### src/rtl/mdu_pkg.sv
// Shared encodings and helpers for the multiply/divide unit.
package mdu_pkg;

  // Architectural operand width; HI and LO are each this wide.
  localparam int MDU_WIDTH = 32;

  // Operation encodings as presented on op_i.
  typedef enum logic [1:0] {
    MDU_MULT  = 2'b00,
    MDU_MULTU = 2'b01,
    MDU_DIV   = 2'b10,
    MDU_DIVU  = 2'b11
  } mdu_op_e;

  // Sequencer states.
  typedef enum logic [1:0] {
    IDLE = 2'b00,
    CALC = 2'b01,
    FIX  = 2'b10
  } mdu_state_e;

  // True for the two divide operations.
  function automatic logic op_is_div(input mdu_op_e op);
    return (op == MDU_DIV) || (op == MDU_DIVU);
  endfunction

  // True for the two operations that treat operands as two's complement.
  function automatic logic op_is_signed(input mdu_op_e op);
    return (op == MDU_MULT) || (op == MDU_DIV);
  endfunction

endpackage

### src/rtl/mdu_sign_fix.sv
// Final result correction: turns the unsigned-magnitude product or
// quotient/remainder pair into the architectural HI/LO values.
module mdu_sign_fix
  import mdu_pkg::*;
#(
  parameter int WIDTH = MDU_WIDTH
) (
  input  logic [2*WIDTH-1:0] raw_i,       // product, or {remainder, quotient}
  input  logic               is_div_i,
  input  logic               is_signed_i,
  input  logic               rs_neg_i,    // dividend / multiplicand was negative
  input  logic               rt_neg_i,    // divisor / multiplier was negative
  input  logic               div_zero_i,  // divisor was zero
  output logic [WIDTH-1:0]   hi_o,
  output logic [WIDTH-1:0]   lo_o
);

  logic               signs_differ;
  logic [2*WIDTH-1:0] product;
  logic [WIDTH-1:0]   quot;
  logic [WIDTH-1:0]   rem;

  assign signs_differ = is_signed_i && (rs_neg_i ^ rt_neg_i);

  // Select negated or plain result halves depending on operation and signs.
  always_comb begin
    // NOTE: every output gets a value before any branch so no path leaves it unassigned (which would infer a latch).
    hi_o    = '0;
    lo_o    = '0;
    product = signs_differ ? -raw_i : raw_i;
    quot    = raw_i[WIDTH-1:0];
    rem     = raw_i[2*WIDTH-1:WIDTH];
    if (!is_div_i) begin
      hi_o = product[2*WIDTH-1:WIDTH];
      lo_o = product[WIDTH-1:0];
    end else begin
      // With a zero divisor the restoring loop shifts the whole dividend
      // magnitude into the remainder, so the remainder path below already
      // reproduces the original rs value; only the quotient needs forcing.
      lo_o = div_zero_i ? '1 : (signs_differ ? -quot : quot);
      hi_o = (is_signed_i && rs_neg_i) ? -rem : rem;
    end
  end

endmodule

### src/rtl/mult_div_unit.sv
// Iterative MULT/MULTU/DIV/DIVU unit holding the architectural HI/LO pair.
// One iteration per clock for WIDTH clocks, then one correction clock.
module mult_div_unit
  import mdu_pkg::*;
#(
  parameter int WIDTH = MDU_WIDTH
) (
  input  logic             clk_i,
  input  logic             rst_i,
  input  logic             start_i,
  input  logic [1:0]       op_i,
  input  logic [WIDTH-1:0] rs_data_i,
  input  logic [WIDTH-1:0] rt_data_i,
  input  logic             hi_we_i,
  input  logic             lo_we_i,
  input  logic [WIDTH-1:0] wdata_i,
  output logic             busy_o,
  output logic             done_o,
  output logic [WIDTH-1:0] hi_o,
  output logic [WIDTH-1:0] lo_o
);

  localparam int              CNT_W    = $clog2(WIDTH);
  localparam logic [CNT_W-1:0] CNT_LAST = CNT_W'(WIDTH - 1);

  mdu_state_e       state_q, state_d;
  logic [CNT_W-1:0] cnt_q;

  mdu_op_e          op_e;
  logic             op_signed;
  logic [WIDTH-1:0] rs_mag, rt_mag;
  logic             launch;

  // Iteration datapath.
  logic [2*WIDTH-1:0] acc_q, acc_next;
  logic [WIDTH-1:0]   opnd_q;
  logic               is_div_q, is_signed_q, rs_neg_q, rt_neg_q, div_zero_q;
  logic [WIDTH:0]     mul_sum;
  logic [WIDTH+1:0]   div_trial;

  logic [WIDTH-1:0]   fix_hi, fix_lo;

  assign op_e      = mdu_op_e'(op_i);
  assign op_signed = op_is_signed(op_e);
  assign rs_mag    = (op_signed && rs_data_i[WIDTH-1]) ? -rs_data_i : rs_data_i;
  assign rt_mag    = (op_signed && rt_data_i[WIDTH-1]) ? -rt_data_i : rt_data_i;
  assign launch    = (state_q == IDLE) && start_i;

  // Next-state logic for the IDLE -> CALC -> FIX sequencer.
  always_comb begin
    state_d = state_q;
    unique case (state_q)
      IDLE:    if (start_i) state_d = CALC;
      CALC:    if (cnt_q == CNT_LAST) state_d = FIX;
      FIX:     state_d = IDLE;
      default: state_d = IDLE;
    endcase
  end

  // Control registers: state, iteration counter, busy and done flags.
  always_ff @(posedge clk_i) begin
    // NOTE: sequential state uses non-blocking assignments so every register samples pre-edge values.
    if (rst_i) begin
      state_q <= IDLE;
      cnt_q   <= '0;
      busy_o  <= 1'b0;
      done_o  <= 1'b0;
    end else begin
      state_q <= state_d;
      cnt_q   <= (state_q == CALC) ? cnt_q + CNT_W'(1) : '0;
      busy_o  <= (state_d != IDLE);
      done_o  <= (state_q == FIX);
    end
  end

  // One shift-add (multiply) or restoring shift-subtract (divide) step.
  always_comb begin
    mul_sum   = {1'b0, acc_q[2*WIDTH-1:WIDTH]} + {1'b0, opnd_q};
    div_trial = {1'b0, acc_q[2*WIDTH-1:WIDTH-1]} - {2'b00, opnd_q};
    acc_next  = acc_q;
    if (is_div_q) begin
      if (!div_trial[WIDTH+1]) acc_next = {div_trial[WIDTH-1:0], acc_q[WIDTH-2:0], 1'b1};
      else                     acc_next = {acc_q[2*WIDTH-2:0], 1'b0};
    end else begin
      if (acc_q[0]) acc_next = {mul_sum, acc_q[WIDTH-1:1]};
      else          acc_next = {1'b0, acc_q[2*WIDTH-1:1]};
    end
  end

  // Datapath registers: operand capture at launch, iterate during CALC.
  always_ff @(posedge clk_i) begin
    // NOTE: the datapath is not reset; launch always reloads it before any value is used.
    if (launch) begin
      is_div_q    <= op_is_div(op_e);
      is_signed_q <= op_signed;
      rs_neg_q    <= op_signed && rs_data_i[WIDTH-1];
      rt_neg_q    <= op_signed && rt_data_i[WIDTH-1];
      div_zero_q  <= (rt_data_i == '0);
      if (op_is_div(op_e)) begin
        acc_q  <= {{WIDTH{1'b0}}, rs_mag};
        opnd_q <= rt_mag;
      end else begin
        acc_q  <= {{WIDTH{1'b0}}, rt_mag};
        opnd_q <= rs_mag;
      end
    end else if (state_q == CALC) begin
      acc_q <= acc_next;
    end
  end

  mdu_sign_fix #(.WIDTH(WIDTH)) u_sign_fix (
    .raw_i       (acc_q),
    .is_div_i    (is_div_q),
    .is_signed_i (is_signed_q),
    .rs_neg_i    (rs_neg_q),
    .rt_neg_i    (rt_neg_q),
    .div_zero_i  (div_zero_q),
    .hi_o        (fix_hi),
    .lo_o        (fix_lo)
  );

  // Architectural HI/LO: result write at FIX, MTHI/MTLO only in an idle cycle without a launch.
  always_ff @(posedge clk_i) begin
    if (rst_i) begin
      hi_o <= '0;
      lo_o <= '0;
    end else if (state_q == FIX) begin
      hi_o <= fix_hi;
      lo_o <= fix_lo;
    end else if ((state_q == IDLE) && !start_i) begin
      if (hi_we_i) hi_o <= wdata_i;
      if (lo_we_i) lo_o <= wdata_i;
    end
  end

endmodule

### config.mk
export PLATFORM = sky130hd
export DESIGN_NAME = mult_div_unit
export DESIGN_NICKNAME = d
export VERILOG_FILES = /design/src/rtl/mdu_pkg.sv /design/src/rtl/mdu_sign_fix.sv /design/src/rtl/mult_div_unit.sv
export SDC_FILE = /design/constraint.sdc
export NUM_CORES = 1
export LEC_CHECK = 0
export BUFFER_PORTS_ARGS = -buffer_cell sky130_fd_sc_hd__buf_2
export CAP_MARGIN = 20
export CORE_MARGIN = 3
export CORE_UTILIZATION = 40
export DETAILED_ROUTE_END_ITERATION = 6
export PLACE_DENSITY_LB_ADDON = 0.15
export SYNTH_ARGS = -nofsm -noshare
export SYNTH_HDL_FRONTEND = slang
export SYNTH_SLANG_ARGS = --single-unit
### constraint.sdc
create_clock -name clk_i -period 3.8 [get_ports clk_i]
set_clock_uncertainty 0.1 [all_clocks]
set_input_delay 0.38 -clock clk_i [delete_from_list [all_inputs] [get_ports clk_i]]
set_output_delay 0.38 -clock clk_i [all_outputs]
set_load 0.01 [all_outputs]
Yosys cells after proc, flatten, opt, wreduce, memory -nomap -nowiden
Index checks and enable logic that the tools add are counted.

storage, ports and cells
  logic and storage cells = 72
  output and inout bits = 66
  bits in registers = 174
  bits of input ports = 103

operators by class
  add/subtract/negate cells = 8
  equality and inequality tests = 5
  reductions and logical operators = 20
  bitwise logic cells = 2
  muxes and demuxes = 24

operators with widths
  operator                                                                number
  32-bit two-way mux                                                      15
  64-bit two-way mux                                                      6
  32-bit negation                                                         4
  64-bit negation                                                         1
  33-bit by 32-bit subtractor with 34-bit output                          1
  32-bit by 32-bit adder with 33-bit output                               1
  32-bit logical NOT                                                      1
  2-bit nonzero test                                                      5
  2-bit equality test (second input constant)                             3
  1-bit logical AND                                                       6
  5-bit by 1-bit adder with 5-bit output (second input constant)          1
  5-bit equality test (second input constant)                             1
  2-bit logical NOT                                                       2
  2-bit two-way mux                                                       2
  2-bit case mux with 2 select lines                                      1
  2-bit AND reduction                                                     2
  2-bit by 1-bit equality test with 1-bit output (second input constant)  1
  1-bit logical OR                                                        2
  2-bit OR reduction                                                      1
  1-bit logical NOT                                                       1
  1-bit NOT                                                               1
  1-bit XOR                                                               1

Depth between registers and ports, before layout
Gate-level depths: netlist (run 1).

  depth in word-level cells = 6
  depth in mapped cells = 13
  mapped depth without buffers = 12

Cells and area by module
From an unflattened synthesis (run 1), not the netlist that was laid out.

second synthesis, totals
  cells, all modules = 1,849
  area, all modules = 15,623.7 sq um

modules (own cells, without submodules)
  module         seq. area each (sq um)  area an instance (sq um)  instances  cells an instance
  mult_div_unit  4,494.3                 13,613.1                  1          1,520
  mdu_sign_fix   0.0                     2,010.7                   1          329

Worst setup path before layout (run 1)
No wires, ideal clock.

  kind = register -> register
  start point = register state_q[0]
  end point = register acc_q[0], enable pin
  setup time = 0.486 ns
  slack = 0.035 ns
  data required time = 3.214 ns
  clock period less this slack = 3.765 ns
  cell stages (with the launch flop) = 3
  arrival time = 3.179 ns
  path buffers = 0
  path through = dfxtp_1 > nor2_1 > nor2_1

on the way
  longest elaborated chain between the ends = 3
  elaborated cells between the ends (all ways) = 4
  classes of those cells = 1 x eq/ne; 3 x reduce/logical

ends and longest elaborated chain
  what                                     RTL line              source
  start, declared                          mult_div_unit.sv:26   mdu_state_e state_q, state_d;
  start signal, assigned                   mult_div_unit.sv:69   state_q <= state_d;
  2-bit logical NOT                        mult_div_unit.sv:47   assign launch = (state_q == IDLE) && start_i;
  1-bit logical AND                        mult_div_unit.sv:47
  2-bit nonzero test (no source line) (*)  n/a
  end signal, assigned                     mult_div_unit.sv:100  acc_q <= {{WIDTH{1'b0}}, rs_mag};
  end signal, assigned                     mult_div_unit.sv:103  acc_q <= {{WIDTH{1'b0}}, rt_mag};
  end signal, assigned                     mult_div_unit.sv:107  acc_q <= acc_next;
  end, declared                            mult_div_unit.sv:35   logic [2*WIDTH-1:0] acc_q, acc_next;

Every way passes the cells marked *; elsewhere a longest branch is shown, timed or not.
A chain may end at the register's enable or synchronous reset.

Worst setup path after layout (run 1)
  start point = register acc_q[31]
  end point = register hi_o[26]

on the way
  longest elaborated chain between the ends = 4

ends and longest elaborated chain
  what                  RTL line              source
  64-bit negation       mdu_sign_fix.sv:30    product = signs_differ ? -raw_i : raw_i;
  64-bit two-way mux    mdu_sign_fix.sv:30
  32-bit two-way mux    mdu_sign_fix.sv:33    if (!is_div_i) begin
  32-bit two-way mux    mult_div_unit.sv:127  end else if (state_q == FIX) begin
  end signal, assigned  mult_div_unit.sv:128  hi_o <= fix_hi;
  end signal, assigned  mult_div_unit.sv:131  if (hi_we_i) hi_o <= wdata_i;
  end, declared         mult_div_unit.sv:19   output logic [WIDTH-1:0] hi_o,

No other way between the ends.

==> results of run 1 <==
-- state kept, by name, summed over array words and instances (netlist names) --
register	count
is_div_q	1
cnt_q	5
acc_q	64
rt_neg_q	1
hi_o	32
opnd_q	32
lo_o	32
rs_neg_q	1
done_o	1
busy_o	1
div_zero_q	1
state_q	2
is_signed_q	1
-- synthesized netlist by cell type, types with 12 or more instances --
cell and number:
nand4_1 18, nor3_1 34, a211oi_1 77, nor2_1 169, o211ai_1 14, o22ai_1 12, and2_1 14, inv_1 58
dfxtp_1 73, a31oi_1 21, nand2b_1 13, nand3_1 27, or3_1 13, a21o_1 26, o31ai_1 13, ha_1 70
xor2_1 62, nor4_1 20, a221oi_1 35, a21oi_1 159, mux2i_1 151, and3_1 15, o21a_1 15, clkbuf_1 80
edfxtp_1 101, o21ai_0 90, nand2_1 121, nor2b_1 25, xnor2_1 108, buf_1 19
-- worst min-delay path by stage --
stage                  start          end  slack [ns]  cells after the start
2_1_floorplan       cnt_q[0]     cnt_q[0]        0.32                      1
3_3_place_gp        cnt_q[0]     cnt_q[0]        0.34                      1
3_5_place_dp        cnt_q[0]     cnt_q[0]        0.34                      1
4_1_cts              op_i[0]  is_signed_q        0.13                      2
5_1_grt        rt_data_i[31]   div_zero_q        0.15                      2
6_report             op_i[0]  is_signed_q        0.15                      2
-- where the power goes --
part	internal [mW]	total [mW]	switching, mW
Sequential	2.31	2.61	0.299
Combinational	1.91	4.87	2.96
Clock	0.958	1.88	0.920
-- layout make-up --
class,instances,area [um^2],share of cell area
multi-input cells,1453,10110,0.5772
flip-flops and latches,174,4494,0.2565
well taps,504,630.6,0.03599
inverters,62,232.7,0.01328
diodes,1,2.502,0.0001428
clock inverters,15,188.9,0.01078
repair buffers,242,1434,0.08184
clock buffers,17,425.4,0.02428
-- layout by cell type, fill, tap and decap left out, types with 20 or more instances in the layout --
cell type and n:
edfxtp_1 101, a31oi_1 21, a21o_1 26, nor2_1 168
nand3_1 27, a221oi_1 35, buf_4 71, nand2_1 120
a211oi_1 77, nor2b_1 25, ha_1 70, nor4_1 20
nor3_1 34, xor2_1 62, dfxtp_1 73, o21ai_0 90
buf_2 168, mux2i_1 151, xnor2_1 108, a21oi_1 158
inv_1 58
-- stage by stage --
stage            util  setup WS (ns)  cells
5_1_grt        0.4728        0.07621   2467
6_report       0.4729         0.2361   2468
3_3_place_gp   0.4559         0.1492   2434
2_1_floorplan       -        0.03491   1797
4_1_cts        0.4725         0.1450   2466
3_5_place_dp   0.4559         0.1593   2434
-- what timing repair did --
action,CTS,global route
endpoints found under the setup margin,0,2
resized for setup,0,1
setup buffers,0,1
-- worst max-delay path, stage by stage (launching register included) --
cell and delay [ns]:
edfxtp_1 0.39, buf_4 0.18, nor4_1 0.96, nand2b_1 0.24, nor3b_1 0.23, o21ai_0 0.27
o21bai_1 0.29, a21oi_1 0.31, a31oi_1 0.16, xnor2_1 0.22, o22ai_1 0.10
-- cell families (layout without fill, tap and decap cells) --
logic type | Yosys count | count (layout) | synth area share
buf+inv | 170 | 336 | 0.04294
mux | 157 | 157 | 0.1036
compound gates | 540 | 540 | 0.2326
xor+xnor | 170 | 170 | 0.09771
fa+ha+maj | 72 | 72 | 0.06010
flops | 174 | 174 | 0.2949
other cells | 0 | 1 | 0
simple gates | 514 | 514 | 0.1681
-- layer usage --
metal,global-route usage,share of wire,vias to the layer above
met5,0,0,-
met4,0.1091,0.038,0
met3,0.03446,0.063,82
met2,0.4245,0.45,547
met1,0.3715,0.45,7161
li1,-,-,7018
==> results.yml, run 1 <==
outcome:
  status: "complete, no violations"
routing:
  dr_total_vias: 14808
  postRouteAntennaNets: 0
  wl_per_cell_um: 22.38
  drt_drc_violations_left: 0
  drt-initial-drc-count: 1306
  wl_um: 55240
  dr.pass1.iters: 7
  viasPerCell: 6.000
finish:
  layout-drive-gt1-share: 0.1610
  nFillCells: 3696
  area_growth_pct: 14.98
  final_area_mm2: 0.01752
  final_nets: 2125
global_route:
  grt_pass1_wl_um: 84970
  antenna_found_initial: 1
  grt-ovfl-total: 0
  gr-usage-all-layers: 0.2682
  grt_pass1_vias: 14241
  grt_start_max_net_pins: 104
setup_path:
  startpoint_type: "register"
  cp-endpoint: "hi_o[26]"
  cp.required_ns: 4.04
  reg2reg_depth: 10
  critical_path.startpoint: "acc_q[31]"
  r2r_slack_ns: 0.24
  cp_max_fo: 4
  worstReg2RegStart: "acc_q[31]"
  r2r_end: "hi_o[26]"
  worst-setup-path-type: "register to register"
  arrival_ns: 3.81
  worstSetupEndpointType: "register"
synth:
  ys_top_cells_by_area: "edfxtp_1 20%, mux2i_1 9.9%, dfxtp_1 9.6%"
  yosys_warnings: 0
  async_flop_share: 0
  synth_top_area_share: 0.1990
  syn_area_mm2: 0.01524
  yosysSeqAreaShare: 0.2949
  synth_ff_type: "edfxtp_1"
  syn_area_per_cell_um2: 8.480
  netlist_instances: 1797
  synth_edf_count: 101
  synth_nets: 1972
  synth_cell_types: 84
  synth_top_area_cell: "edfxtp_1"
  synth_seq_cells: 174
clocking:
  htree_levels: 4
  clk_latency_ns: 0.46
  clkTransAtPathRegs_ns: 0.08
  cts_buffer_depth: 2
  cts_buffers: 17
  postCtsHoldBufs: 0
  cts.sinks: 174
  cts_tree: "done"
  cts.root.buffer_cell: "clkbuf_16"
place:
  dp_hpwl_um: 43240
  placed_cell_area_mm2: 0.01689
  io_buffers: 168
  place_congestion: 0.9696
timing:
  fmax_ghz: 0.2806
  finalSetupViolations: 0
  hold_viol: 0
  setup_tns_ns: 0
  hold_ws_ns: 0.1486
  fin_crit_ns: 3.564
  post-route-period-util: 0.9379
  max-slew-margin-rel: 0.2328
  tightest_slew_ns: 1.140
  finalMaxSlewViolations: 0
  rsz0062_at_grt: "no"
pwr:
  power_density_mw_per_mm2: 534.2
  finalPower_mw: 9.360
  power.leakage_nw: 7.266
  peakVddDrop_uv: 405.8
floorplan:
  num_rows: 70
  die_area_mm2: 0.04047
  die_w_um: 201.2
  ios: 169
  initial_core_util: 0.4113
  core_region_area_mm2: 0.03705
  die_h_um: 201.2
flow_run:
  maxCapViolations: 0
min_path:
  min_path_type: "input port to register"
Power figures use the tool's default switching activity.
==> inputs of run 2 (changes only) <==
--- a/config.mk
+++ b/config.mk
@@ -5,10 +5,10 @@
 export SDC_FILE = /design/constraint.sdc
 export NUM_CORES = 1
 export LEC_CHECK = 0
-export BUFFER_PORTS_ARGS = -buffer_cell sky130_fd_sc_hd__buf_2
+export BUFFER_PORTS_ARGS = -buffer_cell sky130_fd_sc_hd__clkbuf_2
 export CAP_MARGIN = 20
 export CORE_MARGIN = 3
-export CORE_UTILIZATION = 40
+export CORE_UTILIZATION = 30
 export DETAILED_ROUTE_END_ITERATION = 6
 export PLACE_DENSITY_LB_ADDON = 0.15
 export SYNTH_ARGS = -nofsm -noshare
==> run 2 against run 1 <==
  * Cell count rose by 6.9%
  * Combinational power rose by 2%
  * Critical path depth rose by 2
  * Critical endpoint is now acc_q[62]
  * Critical path type unchanged
==> results.yml, run 2 (same netlist as run 1, synthesis figures left out) <==
outcome:
  status: "complete, no violations"
setup_path:
  worst-setup-path-type: "register to register"
  worstSetupEndpointType: "register"
  arrival_ns: 3.67
  cpMaxStageDelayCell: "a2111o_1"
  startpoint_type: "register"
  crit_chain: "inv_1 -> ha_1 -> and3_1 -> nand2_1 -> a2111o_1 -> a41oi_1 -> a21oi_1 -> and2_1 -> buf_12 -> a32oi_1 -> o221a_2 -> nor2_1"
  cp_max_fo: 22
  r2r_slack_ns: 0.25
  r2r_end: "acc_q[62]"
  reg2reg_depth: 12
  slowest_delay_ns: 0.48
  cp.required_ns: 3.92
  worstReg2RegStart: "opnd_q[9]"
clocking:
  postCtsHoldBufs: 0
  clk_latency_ns: 0.47
  cts_buffers: 17
  cts.root.buffer_cell: "clkbuf_16"
  clkTransAtPathRegs_ns: 0.07
  cts_tree: "done"
  post-cts-setup-buffer-count: 0
  cts_buffer_depth: 2
  htree_levels: 4
  cts_resized: 0
  cts.sinks: 174
global_route:
  antenna_found_initial: 0
  grt_pass1_vias: 14265
  gr-usage-all-layers: 0.2192
  grt_pass1_wl_um: 89130
  grt_start_max_net_pins: 94
  grt-ovfl-total: 0
min_path:
  min_path_type: "input port to register"
  hold_depth: 2
  holdCritStartpoint: "op_i[0]"
  holdPathEnd: "is_signed_q"
finish:
  multiInputGateArea_mm2: 0.01011
  layout-drive-gt1-share: 0.1656
  final_area_mm2: 0.01783
  fin_cells: 2639
  layout_common_cells: "168 x nor2_1, 168 x clkbuf_2, 158 x a21oi_1"
  final_nets: 2137
  insertedDiodeCount: 0
  seqCellArea_mm2: 0.004494
  largest_reg_flops: 64
  area_growth_pct: 17.02
  regMostFlops: "acc_q"
  nFillCells: 5171
floorplan:
  initial_core_util: 0.3075
  num_rows: 81
  core_region_area_mm2: 0.04956
  die_h_um: 231.4
  die_area_mm2: 0.05353
  ios: 169
  die_w_um: 231.4
place:
  io_buffers: 168
  dp_cells: 2606
  place_congestion: 0.9548
  placed_cell_area_mm2: 0.01717
  dp_hpwl_um: 47580
routing:
  viasPerCell: 5.546
  dr_total_vias: 14637
  m1WireLength_um: 26810
  wl_per_cell_um: 22.56
  wl_met3_um: 3019
  postRouteAntennaNets: 0
  dr.pass1.iters: 6
  highest_layer: "met4"
  route.met2.wl_um: 27900
  drt-initial-drc-count: 1203
  drt_drc_violations_left: 0
  wl_um: 59540
timing:
  fin_crit_ns: 3.548
  finalMaxSlewViolations: 0
  hold_ws_ns: 0.1551
  fmax_ghz: 0.2818
  post-route-period-util: 0.9338
  tightest_slew_ns: 1.048
  hold_viol: 0
  max-slew-margin-rel: 0.2985
  rsz0062_at_grt: "no"
  setup_tns_ns: 0
  finalSetupViolations: 0
pwr:
  finalPower_mw: 9.531
  power.leakage_nw: 7.312
  peakVddDrop_uv: 391.8
  power_density_mw_per_mm2: 534.5
flow_run:
  maxCapViolations: 0
[run 2: worst max path at each step]
stage,start,endpoint
4_1_cts,opnd_q[9],acc_q[62]
3_3_place_gp,opnd_q[9],acc_q[62]
6_report,opnd_q[9],acc_q[62]
3_5_place_dp,opnd_q[9],acc_q[62]
5_1_grt,opnd_q[9],acc_q[59]
2_1_floorplan,state_q[0],acc_q[0]
[run 2: routing by layer]
layer	up-vias	GRT usage
met3	71	0.03159
li1	7028	-
met2	430	0.3572
met5	-	0
met4	0	0.06992
met1	7108	0.2989
[run 2: final cells by class]
type / instances / area share
clock buffers: 22 / 0.02842
clock inverters: 10 / 0.007648
inverters: 62 / 0.01305
multi-input cells: 1453 / 0.5671
flip-flops and latches: 174 / 0.2520
well taps: 664 / 0.04659
repair buffers: 254 / 0.08518
[run 2: worst max-delay path: cells and delay by family (launching register included)]
kind,cells,cell delay (ns)
adder cells (fa/ha/maj),1,0.39
AND/OR/NAND/NOR,4,0.66
AO/OA/AOI/OAI,5,1.49
flip-flops,1,0.41
buffers and inverters,2,0.23
[run 2: where the power goes]
part / internal (mW) / switching, mW
Clock: 1.10 / 0.865
Combinational: 1.94 / 3.03
Sequential: 2.31 / 0.284
Total: 5.35 / 4.18
[run 2: stage by stage]
| step | worst slack (ns) | util |
|---|---|---|
| after global placement | 0.2454 | 0.3464 |
| after CTS | 0.2374 | 0.3594 |
| final | 0.2517 | 0.3598 |
| after global routing | 0.04479 | 0.3598 |
| after floorplan | 0.03491 | - |
| after detailed placement | 0.2644 | 0.3464 |
